## config.mk

```make
export PLATFORM = sky130hd
export DESIGN_NAME = serial_alu_ctrl
export DESIGN_NICKNAME = d
export VERILOG_FILES = /design/src/rtl/serial_alu_pkg.sv /design/src/rtl/alu_bit_slice.sv /design/src/rtl/serial_alu_ctrl.sv
export SDC_FILE = /design/constraint.sdc
export NUM_CORES = 1
export LEC_CHECK = 0
export CAP_MARGIN = 15
export CORE_UTILIZATION = 50
export CTS_CLUSTER_DIAMETER = 80
export DETAILED_ROUTE_END_ITERATION = 8
export GPL_ROUTABILITY_DRIVEN = 0
export PLACE_DENSITY_LB_ADDON = 0.1
export SLEW_MARGIN = 0
export SYNTH_ARGS = -nofsm -noshare
export SYNTH_HDL_FRONTEND = slang
export SYNTH_HIERARCHICAL = 1
export SYNTH_SLANG_ARGS = --single-unit
export TNS_END_PERCENT = 100
```

## constraint.sdc

```tcl
create_clock -name clk -period 3.1 [get_ports clk]
set_clock_uncertainty 0.1 [all_clocks]
set_input_delay 0.775 -clock clk [delete_from_list [all_inputs] [get_ports clk]]
set_output_delay 0.775 -clock clk [all_outputs]
set_load 0.01 [all_outputs]
```

## src/rtl/serial_alu_pkg.sv

```systemverilog
// Shared definitions for the bit-serial ALU sequencer.
//   - Opcode encodings for the 1-bit ALU slice.
//   - FSM state enum for serial_alu_ctrl.
//   - carry_init(): initial carry-chain value for an opcode.
package serial_alu_pkg;

  localparam logic [2:0] OP_ADD   = 3'b000;  // a + b
  localparam logic [2:0] OP_SUBAB = 3'b001;  // a - b
  localparam logic [2:0] OP_SUBBA = 3'b010;  // b - a
  localparam logic [2:0] OP_OR    = 3'b011;  // a | b
  localparam logic [2:0] OP_AND   = 3'b100;  // a & b
  localparam logic [2:0] OP_ANDN  = 3'b101;  // ~a & b
  localparam logic [2:0] OP_XOR   = 3'b110;  // a ^ b
  localparam logic [2:0] OP_XNOR  = 3'b111;  // a ~^ b

  typedef enum logic {
    IDLE = 1'b0,
    RUN  = 1'b1
  } state_e;

  // Subtractions are two's-complement adds of the inverted operand, so the
  // "+1" enters as the initial carry.
  function automatic logic carry_init(input logic [2:0] op);
    return (op == OP_SUBAB) || (op == OP_SUBBA);
  endfunction

  function automatic logic is_arith(input logic [2:0] op);
    return (op == OP_ADD) || (op == OP_SUBAB) || (op == OP_SUBBA);
  endfunction

endpackage

```

## src/rtl/alu_bit_slice.sv

```systemverilog
// Combinational 1-bit ALU slice.
// Ports:
//   oper  [2:0] in  : opcode (see serial_alu_pkg)
//   a, b        in  : operand bits
//   c_in        in  : carry in
//   sum         out : result bit
//   c_out       out : carry out (0 for logic ops)
module alu_bit_slice
  import serial_alu_pkg::*;
(
  input  logic [2:0] oper,
  input  logic       a,
  input  logic       b,
  input  logic       c_in,
  output logic       sum,
  output logic       c_out
);

  logic x, y;

  always_comb begin
    x     = a;
    y     = b;
    sum   = 1'b0;
    c_out = 1'b0;
    case (oper)
      OP_ADD, OP_SUBAB, OP_SUBBA: begin
        if (oper == OP_SUBAB) y = ~b;
        if (oper == OP_SUBBA) x = ~a;
        sum   = x ^ y ^ c_in;
        c_out = (x & y) | (x & c_in) | (y & c_in);
      end
      OP_OR:   sum = a | b;
      OP_AND:  sum = a & b;
      OP_ANDN: sum = ~a & b;
      OP_XOR:  sum = a ^ b;
      OP_XNOR: sum = a ~^ b;
      default: sum = 1'b0;
    endcase
  end

endmodule

```

## src/rtl/serial_alu_ctrl.sv

```systemverilog
// Bit-serial sequencer driving one alu_bit_slice over a W-bit operand pair,
// LSB first, one bit per clock, with a registered carry chain.
// Ports:
//   clk, rst         : rising-edge clock, asynchronous active-high reset
//   start            : request, accepted only when busy=0
//   oper [2:0]       : opcode, sampled with start
//   a, b [W-1:0]     : operands, sampled with start
//   busy             : operation in progress
//   done             : one-cycle pulse when result/c_out become valid
//   result [W-1:0]   : result, held until overwritten by the next run
//   c_out            : final carry (0 for logic ops)
//   ovf              : signed overflow, only with SERIAL_ALU_OVF_EN defined
module serial_alu_ctrl
  import serial_alu_pkg::*;
#(
  parameter int unsigned W = 8
) (
  input  logic         clk,
  input  logic         rst,
  input  logic         start,
  input  logic [2:0]   oper,
  input  logic [W-1:0] a,
  input  logic [W-1:0] b,
  output logic         busy,
  output logic         done,
  output logic [W-1:0] result,
  output logic         c_out
`ifdef SERIAL_ALU_OVF_EN
  ,
  output logic         ovf
`endif
);

  localparam int unsigned CW = (W > 1) ? $clog2(W) : 1;
  localparam logic [CW-1:0] LAST = CW'(W - 1);

  state_e         state_q, state_d;
  logic [CW-1:0]  cnt_q, cnt_d;
  logic [2:0]     oper_q, oper_d;
  logic [W-1:0]   a_q, a_d, b_q, b_d;
  logic           carry_q, carry_d;
  logic [W-1:0]   result_q, result_d;
  logic           c_out_q, c_out_d;
  logic           done_q, done_d;
  logic           ovf_q, ovf_d;

  logic slice_sum, slice_cout;

  alu_bit_slice u_slice (
    .oper  (oper_q),
    .a     (a_q[cnt_q]),
    .b     (b_q[cnt_q]),
    .c_in  (carry_q),
    .sum   (slice_sum),
    .c_out (slice_cout)
  );

  always_comb begin
    state_d  = state_q;
    cnt_d    = cnt_q;
    oper_d   = oper_q;
    a_d      = a_q;
    b_d      = b_q;
    carry_d  = carry_q;
    result_d = result_q;
    c_out_d  = c_out_q;
    done_d   = 1'b0;
    ovf_d    = ovf_q;
    case (state_q)
      IDLE: begin
        if (start) begin
          oper_d  = oper;
          a_d     = a;
          b_d     = b;
          cnt_d   = '0;
          carry_d = carry_init(oper);
          state_d = RUN;
        end
      end
      RUN: begin
        // Shift in from the MSB end so bit 0 lands at result[0] after W shifts.
        result_d = (result_q >> 1) | (W'(slice_sum) << (W - 1));
        carry_d  = slice_cout;
        cnt_d    = cnt_q + 1'b1;
        if (cnt_q == LAST) begin
          state_d = IDLE;
          cnt_d   = '0;
          c_out_d = slice_cout;
          done_d  = 1'b1;
          // carry_q here is the carry into the MSB.
          ovf_d   = is_arith(oper_q) & (carry_q ^ slice_cout);
        end
      end
      default: state_d = IDLE;
    endcase
  end

  always_ff @(posedge clk or posedge rst) begin
    if (rst) begin
      state_q  <= IDLE;
      cnt_q    <= '0;
      oper_q   <= '0;
      a_q      <= '0;
      b_q      <= '0;
      carry_q  <= 1'b0;
      result_q <= '0;
      c_out_q  <= 1'b0;
      done_q   <= 1'b0;
      ovf_q    <= 1'b0;
    end else begin
      state_q  <= state_d;
      cnt_q    <= cnt_d;
      oper_q   <= oper_d;
      a_q      <= a_d;
      b_q      <= b_d;
      carry_q  <= carry_d;
      result_q <= result_d;
      c_out_q  <= c_out_d;
      done_q   <= done_d;
      ovf_q    <= ovf_d;
    end
  end

  assign busy   = (state_q == RUN);
  assign done   = done_q;
  assign result = result_q;
  assign c_out  = c_out_q;
`ifdef SERIAL_ALU_OVF_EN
  assign ovf    = ovf_q;
`else
  logic unused_ovf;
  assign unused_ovf = ovf_q;
`endif

endmodule

```

# ---- Word level (Yosys, flattened, before mapping)
# Index checks and enable logic that the tools add are counted.
dict set report classes {
  n_reduce_logical 5
  addsub 1
  bitwise_logic 16
  eq_ne 11
  magnitude_cmp 1
  mux 20
}
# operator count
set op_table {}
lappend op_table {{== test 3 bit (second input constant)} 5}
lappend op_table {{two-way mux 1 bit} 12}
lappend op_table {{== test 3 x 2 -> 1 bit (second input constant)} 3}
lappend op_table {{bitwise OR 7 x 8 -> 8 bit} 1}
lappend op_table {{binary-select mux 1 bit (select 3 bit)} 2}
lappend op_table {{== test 3 x 1 -> 1 bit (second input constant)} 2}
lappend op_table {{two-way mux 3 bit} 2}
lappend op_table {{one-hot mux 1 bit (6 select lines)} 1}
lappend op_table {{one-hot mux 3 bit (2 select lines)} 1}
lappend op_table {{bitwise AND 1 bit} 5}
lappend op_table {{less-than comparator 3 x 4 -> 1 bit (second input constant)} 1}
lappend op_table {{one-hot mux 1 bit (2 select lines)} 2}
lappend op_table {{AND reduction 2 bit} 2}
lappend op_table {{adder 3 x 1 -> 3 bit (second input constant)} 1}
lappend op_table {{logical NOT 3 bit} 1}
lappend op_table {{inverter 1 bit} 3}
lappend op_table {{bitwise OR 1 bit} 3}
lappend op_table {{OR reduction 3 bit} 1}
lappend op_table {{XOR 1 bit} 3}
lappend op_table {{!= test 2 bit (second input constant)} 1}
lappend op_table {{logical OR 1 bit} 1}
lappend op_table {{bitwise XNOR 1 bit} 1}
dict set report word_totals {
  regBits 34
  output_inout_bits 11
}

# ---- Logic depth before layout (Yosys ltp)
# Gate-level depths: netlist (run 1).
dict set report logic_depth {
  word_depth 10
  mapped_depth 9
  mapped_depth_nobuf 8
}

# ---- Modules after synthesis
# The synthesis (run 1) kept the hierarchy.
# module cells_each instances seq_area_each_um2 area_each_um2
set modules_own_cells {}
lappend modules_own_cells {serial_alu_ctrl 96 1 850.8 1460.2}
lappend modules_own_cells {alu_bit_slice 22 1 0.0 170.2}

# ---- Worst setup path before layout (run 1)
# No wires, ideal clock.
dict set report synth_path {
  kind {register to register}
  from {register cnt_q[1]}
  to {register result_q[7], in the netlist result[7]}
  setup_time_ns 0.125
  path_stages_with_launch 8
  path_slack_ns 0.431
  path_buffers 0
  t_arrival_ns 2.444
  cell_sequence {dfrtp_1 > mux4_1 > mux2_2 > xnor2_1 > fa_1 > a211oi_1 > a221o_1 > mux2_2}
}
dict set report synth_via {
  elab_chain_len 9
  word_cells_on_any_way 19
  classes_between {mux (9); bitwise (10)}
}
# item line
set synth_lines {}
lappend synth_lines {{from (decl)} serial_alu_ctrl.sv:38} ;# logic [CW-1:0] cnt_q, cnt_d;
lappend synth_lines {{from (signal assigned)} serial_alu_ctrl.sv:112} ;# cnt_q <= cnt_d;
lappend synth_lines {{binary-select mux 1 bit (select 3 bit), on equally long branches} {serial_alu_ctrl.sv:51, serial_alu_ctrl.sv:52}}
lappend synth_lines {{two-way mux 1 bit, on equally long branches} {serial_alu_ctrl.sv:51, serial_alu_ctrl.sv:52}}
lappend synth_lines {{inverter 1 bit, on equally long branches} {alu_bit_slice.sv:29, alu_bit_slice.sv:35, alu_bit_slice.sv:28}}
lappend synth_lines {{two-way mux 1 bit, on equally long branches} {alu_bit_slice.sv:29, alu_bit_slice.sv:28}}
lappend synth_lines {{two-way mux 1 bit} alu_bit_slice.sv:26} ;# case (oper)
lappend synth_lines {{XOR 1 bit (2 in a row)} alu_bit_slice.sv:30} ;# sum = x ^ y ^ c_in;
lappend synth_lines {{one-hot mux 1 bit (6 select lines) (*)} alu_bit_slice.sv:26}
lappend synth_lines {{net slice_sum} serial_alu_ctrl.sv:47} ;# logic slice_sum, slice_cout;
lappend synth_lines {{bitwise OR 7 x 8 -> 8 bit (*)} serial_alu_ctrl.sv:82} ;# result_d = (result_q >> 1) | (W'(slice_sum) << (W - 1));
lappend synth_lines {{to (signal assigned)} serial_alu_ctrl.sv:117} ;# result_q <= result_d;
lappend synth_lines {{to (decl)} serial_alu_ctrl.sv:42} ;# logic [W-1:0] result_q, result_d;
# The timed path passes the listed nets; every way through them passes the cells marked *. The select of a mux whose other input is x is not followed.
# A chain may end at the register's enable or synchronous reset.

# ---- Final worst setup path (run 1)
dict set report layout_path {
  from {register cnt_q[0]}
  to {register result_q[7], in the netlist result[7]}
}
# Same word-level chain as after synthesis.

==> run summary, run 1 <==
- 4 — number of optimization iterations in the first detailed-route pass
- 34 — clk sinks
- 0.002039 mm² — design area
- 2.149% — share of the synthesized netlist area taken by xor and xnor gates
- 3.530% — adder-cell share of the synthesized area
- 52.19% — sequential share of the synthesized area
- 0.001979 mm² — placed cell area
- 0.8697 nW — static leakage
- sky130_fd_sc_hd__clkbuf_4 — Root Buffer Master
- 5 — total CTS buffers
- 1 — Hold Crit Depth
- built — TritonCTS clock tree
- 7 — number of cells on the critical path
- 35 — largest net degree at the start of global routing
- 0.003493 mm² — full die area
- 590 ps — Crit path largest cell delay
- register to register — kind of path behind the tightest hold check
- 20 — number of placement rows
- 26.94% — multiplexer share of the synthesized area
- 6 — total of warnings raised by yosys
- 52.97% — starting utilization of the core area
- 0.4206 mV — worst supply voltage drop on vdd
- 0.3566 GHz — Fmax achieved
- 2804 ps — Final min period
- 13.82 µm² — average footprint of a synthesized cell
- 144 — number of nets produced by synthesis
- 0 ps — final setup TNS
- result[7] — reg-to-reg endpoint
- 25.10% — Synth-to-Final Area Change
- 0 — critical path buffer and inverter count
- 5.241 — vias per inst
- mux4_1, mux2_2, xnor2_1, fa_1, a211oi_1, a221o_1, mux2_2 — crit path cell chain
- 118 — post-synthesis instance total
- sky130_fd_sc_hd__dfrtp_1 52%, sky130_fd_sc_hd__mux2_2 20%, sky130_fd_sc_hd__mux4_1 4.8%, sky130_fd_sc_hd__ha_1 2.3%, sky130_fd_sc_hd__buf_6 2.1% — Area contributors post-synth
- 72.16% — worst slew margin relative to its limit
- 0 — Setup Buffers After CTS
- register — startpoint kind of the worst setup timing path
- finished clean — result of the run
- 25.81% — share of final-layout standard cells stronger than drive strength 1
- 23 — number of DRC violations after detailed-routing iteration 0
- register to register — critical path start-end classification
- 2940 ps — critical path arrival
- 4.528% — compound-gate portion of the synthesized area
- 319.2 ps — worst slack, placed
- 340 ps — Clk Latency, worst-skew pair
- 7 — highest net fanout along the worst path
- 52.19% — share of Yosys cell area claimed by the top area cell type
- sky130_fd_sc_hd__mux2_2 — cell type with the highest occurrence count on the critical path
- 0 — final hold vios
- 59.10 µm — Die Height
- 27 — Unique masters post-synth
- 4.464 mm — global-route wire length before repair
- 17.92% — GRT Resource Usage Total
- 34 — number of synthesized register bits
- 66.26% — utilization of the core after routing
- 0.001630 mm² — cell area after synthesis
- register — critical path capture point type
- 0 — number of hold buffers added after cts
- 0 — final number of max-transition violations
- 1104 mW/mm² — pwr dens
- 300 ps — Worst R2R Setup Slack
- 2 — Longest Clk Path Bufs
- b_q[4] — min-delay src
- multiplexers — Worst path top cell family by delay
- cnt_q[0] — startpoint of the worst-slack reg-to-reg timing path
- 33 — I/O pin cnt
- 32 — number of buffers added on ports
- 0 — overall overflow remaining after global route
- 408.7 ps — worst hold slack after final layout
- sky130_fd_sc_hd__mux4_1 — cell at the slowest stage of the critical path
- 0 — total of endpoints with negative setup slack in the final report
- sky130_fd_sc_hd__dfrtp_1 — cell type with the highest aggregate area in the netlist
- 0.003078 mm² — total core area
- 1043 — vias after detailed routing
- 295.7 ps — slack of the critical path
- 0 — number of gates resized after cts
- multiplexers — largest family of logic cells by synthesized area
- 0 — final antenna-violating net count
- 0 — # Max-Cap Violations
- 0 — ANT cells
- 2.001 mm — post-detailed-placement half-perimeter wirelength
- 7 — worst reg-to-reg path cell count
- 0 — total DRC errors in the routed layout
- 13.65 µm — per-cell routed wire length
- no — unrepaired setup endpoints after global routing
- 417.7 ps — Worst Tran Pin Value
- 6.293% — Simple-Gate Fraction of Synth Area
- b_q[4] — end point of the most critical hold path
- 2 — CTS H-tree lvls
- 0 — number of antenna violations at the first check in global routing
- 1046 — via count of the first global-routing pass
- 2.717 mm — total wirelength of the detailed-routed design
- 59.10 µm — horizontal die dimension
- 255 — total of fill cells in the finished design
- 3230 ps — Data required, critical path
- 180 — layout net count
- 90.46% — portion of the clock cycle consumed by the worst path in the final layout
- 100 ps — clock transition at the register clock pins on the worst setup and hold paths after CTS
## report_power, final
part / leakage [nW] / switching [W] / internal, W
Sequential: 0.409 / 0.000176 / 0.000668
Combinational: 0.425 / 0.000447 / 0.000705
Clock: 0.0353 / 0.000145 / 0.000110
## worst register-to-register path, cell delays in order (launching register included)
cell	delay, ps
sky130_fd_sc_hd__dfrtp_1	500
sky130_fd_sc_hd__mux4_1	590
sky130_fd_sc_hd__mux2_2	300
sky130_fd_sc_hd__xnor2_1	140
sky130_fd_sc_hd__fa_1	490
sky130_fd_sc_hd__a211oi_1	40
sky130_fd_sc_hd__a221o_1	270
sky130_fd_sc_hd__mux2_2	260
## layout make-up
type / count / area, µm² / area share (%)
Multi-Input combinational cell: 72 / 708.2 / 34.72
Timing Repair Buffer: 35 / 342.8 / 16.81
Sequential cell: 34 / 850.8 / 41.72
Inverter: 6 / 22.52 / 1.104
Clock inverter: 1 / 5.005 / 0.2454
Tap cell: 44 / 55.05 / 2.699
Clock buffer: 7 / 55.05 / 2.699
## layer usage
layer,vias up,track usage [%],routed length [µm]
li1,486,-,-
met1,521,19.57,1104
met2,31,31.01,1432
met3,5,7.205,139
met4,0,7.143,42
met5,-,0,0
## stage by stage
stage               total power (W)  cells
floorplan                  0.001695    118
global placement           0.001939    191
detailed placement         0.002007    191
CTS                        0.002268    199
global route               0.002432    199
finish                     0.002251    199
## registers in the layout (all words and copies together), names as in the netlist, 3 cells and up
signal,cells
oper_q,3
result,8
b_q,8
cnt_q,3
a_q,8
## Yosys cell counts
library cell	count
sky130_fd_sc_hd__nand2_1	6
sky130_fd_sc_hd__or2b_1	2
sky130_fd_sc_hd__mux4_1	3
sky130_fd_sc_hd__xnor2_1	3
sky130_fd_sc_hd__o32ai_1	1
sky130_fd_sc_hd__xor2_1	1
sky130_fd_sc_hd__o22ai_1	1
sky130_fd_sc_hd__o21bai_1	1
sky130_fd_sc_hd__mux4_2	1
sky130_fd_sc_hd__o21ai_0	4
sky130_fd_sc_hd__nand2b_1	2
sky130_fd_sc_hd__and2_1	1
sky130_fd_sc_hd__and2b_1	1
sky130_fd_sc_hd__mux2_1	1
sky130_fd_sc_hd__dfrtp_1	34
sky130_fd_sc_hd__nor2_1	3
sky130_fd_sc_hd__mux2_2	29
sky130_fd_sc_hd__a31oi_1	1
sky130_fd_sc_hd__fa_1	1
sky130_fd_sc_hd__buf_6	3
sky130_fd_sc_hd__nor2b_1	2
sky130_fd_sc_hd__inv_1	6
sky130_fd_sc_hd__a221o_1	1
sky130_fd_sc_hd__ha_1	3
sky130_fd_sc_hd__buf_2	3
sky130_fd_sc_hd__a211oi_1	2
sky130_fd_sc_hd__nor3b_1	2
## layout by cell type, fill, tap and decap left out, types with 2 or more instances in the layout
master                            netlist  final
sky130_fd_sc_hd__nand2_1                6      6
sky130_fd_sc_hd__xnor2_1                3      3
sky130_fd_sc_hd__o21ai_0                4      4
sky130_fd_sc_hd__mux4_1                 3      3
sky130_fd_sc_hd__nor3b_1                2      2
sky130_fd_sc_hd__nand2b_1               2      2
sky130_fd_sc_hd__or2b_1                 2      2
sky130_fd_sc_hd__nor2_1                 3      3
sky130_fd_sc_hd__buf_4                  0      3
sky130_fd_sc_hd__mux2_2                29     29
sky130_fd_sc_hd__dfrtp_1               34     34
sky130_fd_sc_hd__ha_1                   3      3
sky130_fd_sc_hd__clkbuf_4               0      5
sky130_fd_sc_hd__a211oi_1               2      2
sky130_fd_sc_hd__clkdlybuf4s50_1        0     32
sky130_fd_sc_hd__inv_1                  6      6
sky130_fd_sc_hd__nor2b_1                2      2
## how the worst max path moves through the flow
| stage | from | endpoint | slack [ps] |
|---|---|---|---|
| 4_1_cts | cnt_q[0] | result[7] | 290 |
| 5_1_grt | cnt_q[0] | result[7] | 170 |
| 6_report | cnt_q[0] | result[7] | 300 |
| 2_1_floorplan | cnt_q[1] | result[7] | 430 |
| 3_5_place_dp | cnt_q[1] | result[7] | 320 |
| 3_3_place_gp | cnt_q[0] | result[7] | 380 |
## cell families after synthesis
| logic type | count (synthesis) |
|---|---|
| muxes | 34 |
| adders and majority gates | 4 |
| and+or+nand+nor | 19 |
| buffers and inverters | 12 |
| AOI/OAI and AO/OA | 11 |
| DFF | 34 |
| xor gates and xnor gates | 4 |
No activity file was read; power rests on OpenSTA's default activity.
==> inputs of run 2 (changes only) <==
CORE_UTILIZATION = 53   (was 50)
CTS_BUF_LIST = sky130_fd_sc_hd__clkbuf_2 sky130_fd_sc_hd__clkbuf_4 sky130_fd_sc_hd__clkbuf_8   (was unset)
==> run 2 against run 1 <==
The run now ends with DRC left. Wire length up 5.4%. Hold slack gained 0.94 ps. Global-route usage is 3.6 points higher. Via count is the same. Largest power group unchanged. Power rose by 3.1%. Sequential power rose by 1%. Critical path depth unchanged. Flip-flop and latch count is the same. Core utilization is 5.9 points higher. Die area decreased by 5.5%. Combinational power hardly changed. Clock power grew 25%.
==> run summary, run 2 (synthesis gave the netlist of run 1 again) <==
- 0 — number of antenna violations at the first check in global routing, unchanged
- 21.49% — GRT Resource Usage Total, +3.6 points
- 0 — number of gates resized after cts, unchanged
- 34 x sky130_fd_sc_hd__dfrtp_1, 32 x sky130_fd_sc_hd__clkdlybuf4s50_1, 29 x sky130_fd_sc_hd__mux2_2 — commonest cells after routing, fill and taps aside
- 0 — critical path buffer and inverter count, unchanged
- 2.092 mm — post-detailed-placement half-perimeter wirelength, +4.5%
- 0.8794 nW — static leakage, +1.1%
- 0.5433 mV — worst supply voltage drop on vdd, +29%
- 36.9% — Sequential Power Share, -0.6 points
- 57.46 µm — Die Height, -2.8%
- 34 — clk sinks, unchanged
- 33 — I/O pin cnt, unchanged
- 57.46 µm — horizontal die dimension, -2.8%
- sky130_fd_sc_hd__clkbuf_4 — Root Buffer Master
- 0 ps — final setup TNS, unchanged
- multiplexers — Worst path top cell family by delay
- 0 — final number of max-transition violations, unchanged
- register — critical path capture point type
- 6 — number of optimization iterations in the first detailed-route pass, +2
- 25.17% — Synth-to-Final Area Change, about the same
- 550 ps — Crit path largest cell delay, -40 ps
- 32 — number of buffers added on ports, unchanged
- finished with violations — result of the run
- 49.4% — combinational group share of total power, -1.8 points
- 0.002041 mm² — design area, about the same
- register to register — kind of path behind the tightest hold check
- 850.8 µm² — area of all sequential standard cells, unchanged
- 0.003302 mm² — full die area, -5.5%
- 0 — number of hold buffers added after cts, unchanged
- built — TritonCTS clock tree
- 0.3518 GHz — Fmax achieved, -1.4%
- 203 — total of fill cells in the finished design, -20%
- 15.40 µm — per-cell routed wire length, +13%
- 2843 ps — Final min period, +38.54 ps
- 0 — ANT cells, unchanged
- 1061 — via count of the first global-routing pass, +1.4%
- 7 — highest net fanout along the worst path, unchanged
- 0 — final hold vios, unchanged
- 57.63% — starting utilization of the core area, +4.7 points
- 0 — # Max-Cap Violations, unchanged
- 340 ps — Clk Latency, worst-skew pair, about the same
- DRC — violated checks
- 2980 ps — critical path arrival, +40 ps
- register to register — critical path start-end classification
- 0.001963 mm² — placed cell area, -0.82%
- 418.5 ps — Worst Tran Pin Value, +0.8172 ps
- sky130_fd_sc_hd__dfrtp_1 — leading cell type in the layout, fill and taps excluded
- no — unrepaired setup endpoints after global routing
- 72.10% — worst slew margin relative to its limit, about the same
- 257.1 ps — slack of the critical path, -38.54 ps
- 3240 ps — Data required, critical path, about the same
- 19 — number of placement rows, -5.0%
- sky130_fd_sc_hd__mux2_2 — cell type with the highest occurrence count on the critical path
- 315.3 ps — worst slack, placed, -3.913 ps
- 2.864 mm — total wirelength of the detailed-routed design, +5.4%
- 5.608 — vias per inst, +7.0%
- 0 — overall overflow remaining after global route, unchanged
- 0.0007856 W — switching power, +2.3%
- 2 — Longest Clk Path Bufs, unchanged
- 180 — layout net count, unchanged
- 1 — total DRC errors in the routed layout, +1
- 0 — Setup Buffers After CTS, unchanged
- 0 — total of endpoints with negative setup slack in the final report, unchanged
- 45 — number of DRC violations after detailed-routing iteration 0, +96%
- 110 ps — clock transition at the register clock pins on the worst setup and hold paths after CTS, about the same
- 33.87% — Switching Fraction, -0.24 points
- 708.2 µm² — area of combinational cells with multiple inputs, unchanged
- 1137 mW/mm² — pwr dens, +3.0%
- 5 — total CTS buffers, unchanged
- 1043 — vias after detailed routing, unchanged
- 2 — CTS H-tree lvls, unchanged
- 0.001534 W — internal cell power, +3.4%
- sky130_fd_sc_hd__mux4_2 — cell at the slowest stage of the critical path
- mux4_2, mux2_2, xnor2_1, fa_1, a211oi_1, a221o_1, mux2_2 — crit path cell chain
- 13.7% — share of power burned in the clock network, +2.4 points
- 0.002829 mm² — total core area, -8.1%
- 26.45% — share of final-layout standard cells stronger than drive strength 1, +0.65 points
- 5.043 mm — global-route wire length before repair, +13%
- register — startpoint kind of the worst setup timing path
- 35 — largest net degree at the start of global routing, unchanged
- 91.71% — portion of the clock cycle consumed by the worst path in the final layout, +1.2 points
- 0 — final antenna-violating net count, unchanged
## run 2: changes by cell type in the layout (fill, tap and decap cells not counted), sizes merged
| cell | before | now |
|---|---|---|
| clkbuf | 7 | 5 |
| bufinv | 0 | 1 |
| clkinv | 1 | 2 |
## run 2: layout make-up
type / instances / share of cell area, %
Sequential cell: 34 / 41.69
Multi-Input combinational cell: 72 / 34.70
Tap cell: 31 / 1.901
Clock buffer: 5 / 1.839
Clock inverter: 3 / 1.962
Inverter: 6 / 1.104
Timing Repair Buffer: 35 / 16.80
## run 2: path summary, 6_finish.rpt
| kind | startpoint | to | slack, ps | cells after the start |
|---|---|---|---|---|
| setup / recovery | cnt_q[0] | result[7] | 260 | 7 |
| hold / removal | b_q[5] | b_q[5] | 410 | 1 |
| setup reg to reg | cnt_q[0] | result[7] | 260 | 7 |
| hold reg to reg | b_q[5] | b_q[5] | 410 | 1 |
| max in group asynchronous | rst | a_q[4] | 1830 | 3 |
| min in group asynchronous | rst | result[1] | 760 | 3 |
## run 2: layer usage
layer / routed length, µm / track usage [%] / up-vias / part of all wire (%)
li1: - / - / 489 / -
met1: 1130 / 23.22 / 513 / 39
met3: 122 / 6.803 / 9 / 4.3
met5: 0 / 0 / - / 0
met2: 1543 / 37.87 / 32 / 54
met4: 68 / 10.45 / 0 / 2.4
## run 2: metrics by stage
stage | std cells | total power (W) | utilization (%) | hold WS (ps)
after global routing | 186 | 0.002505 | 72.14 | 428.0
after CTS | 186 | 0.002346 | 72.14 | 412.5
final | 186 | 0.002320 | 72.14 | 409.7
after global placement | 178 | 0.001936 | 69.39 | 388.4
after floorplan | 118 | 0.001695 | - | 371.8
after detailed placement | 178 | 0.002005 | 69.39 | 389.7
## run 2: power by group through the flow
| stage | Combinational, W | Clock [W] | Sequential [W] |
|---|---|---|---|
| floorplan | 0.000877 | 0 | 0.000819 |
| global placement | 0.00109 | 0 | 0.000846 |
| detailed placement | 0.00113 | 0 | 0.000871 |
| CTS | 0.00115 | 0.000332 | 0.000860 |
| global route | 0.00126 | 0.000349 | 0.000896 |
| finish | 0.00115 | 0.000318 | 0.000856 |
==> inputs of run 3 (changes only) <==
CTS_CLUSTER_DIAMETER = unset   (was 80)
==> results of run 3 <==
Final layout, timing and power as in run 2 (identical DEF).
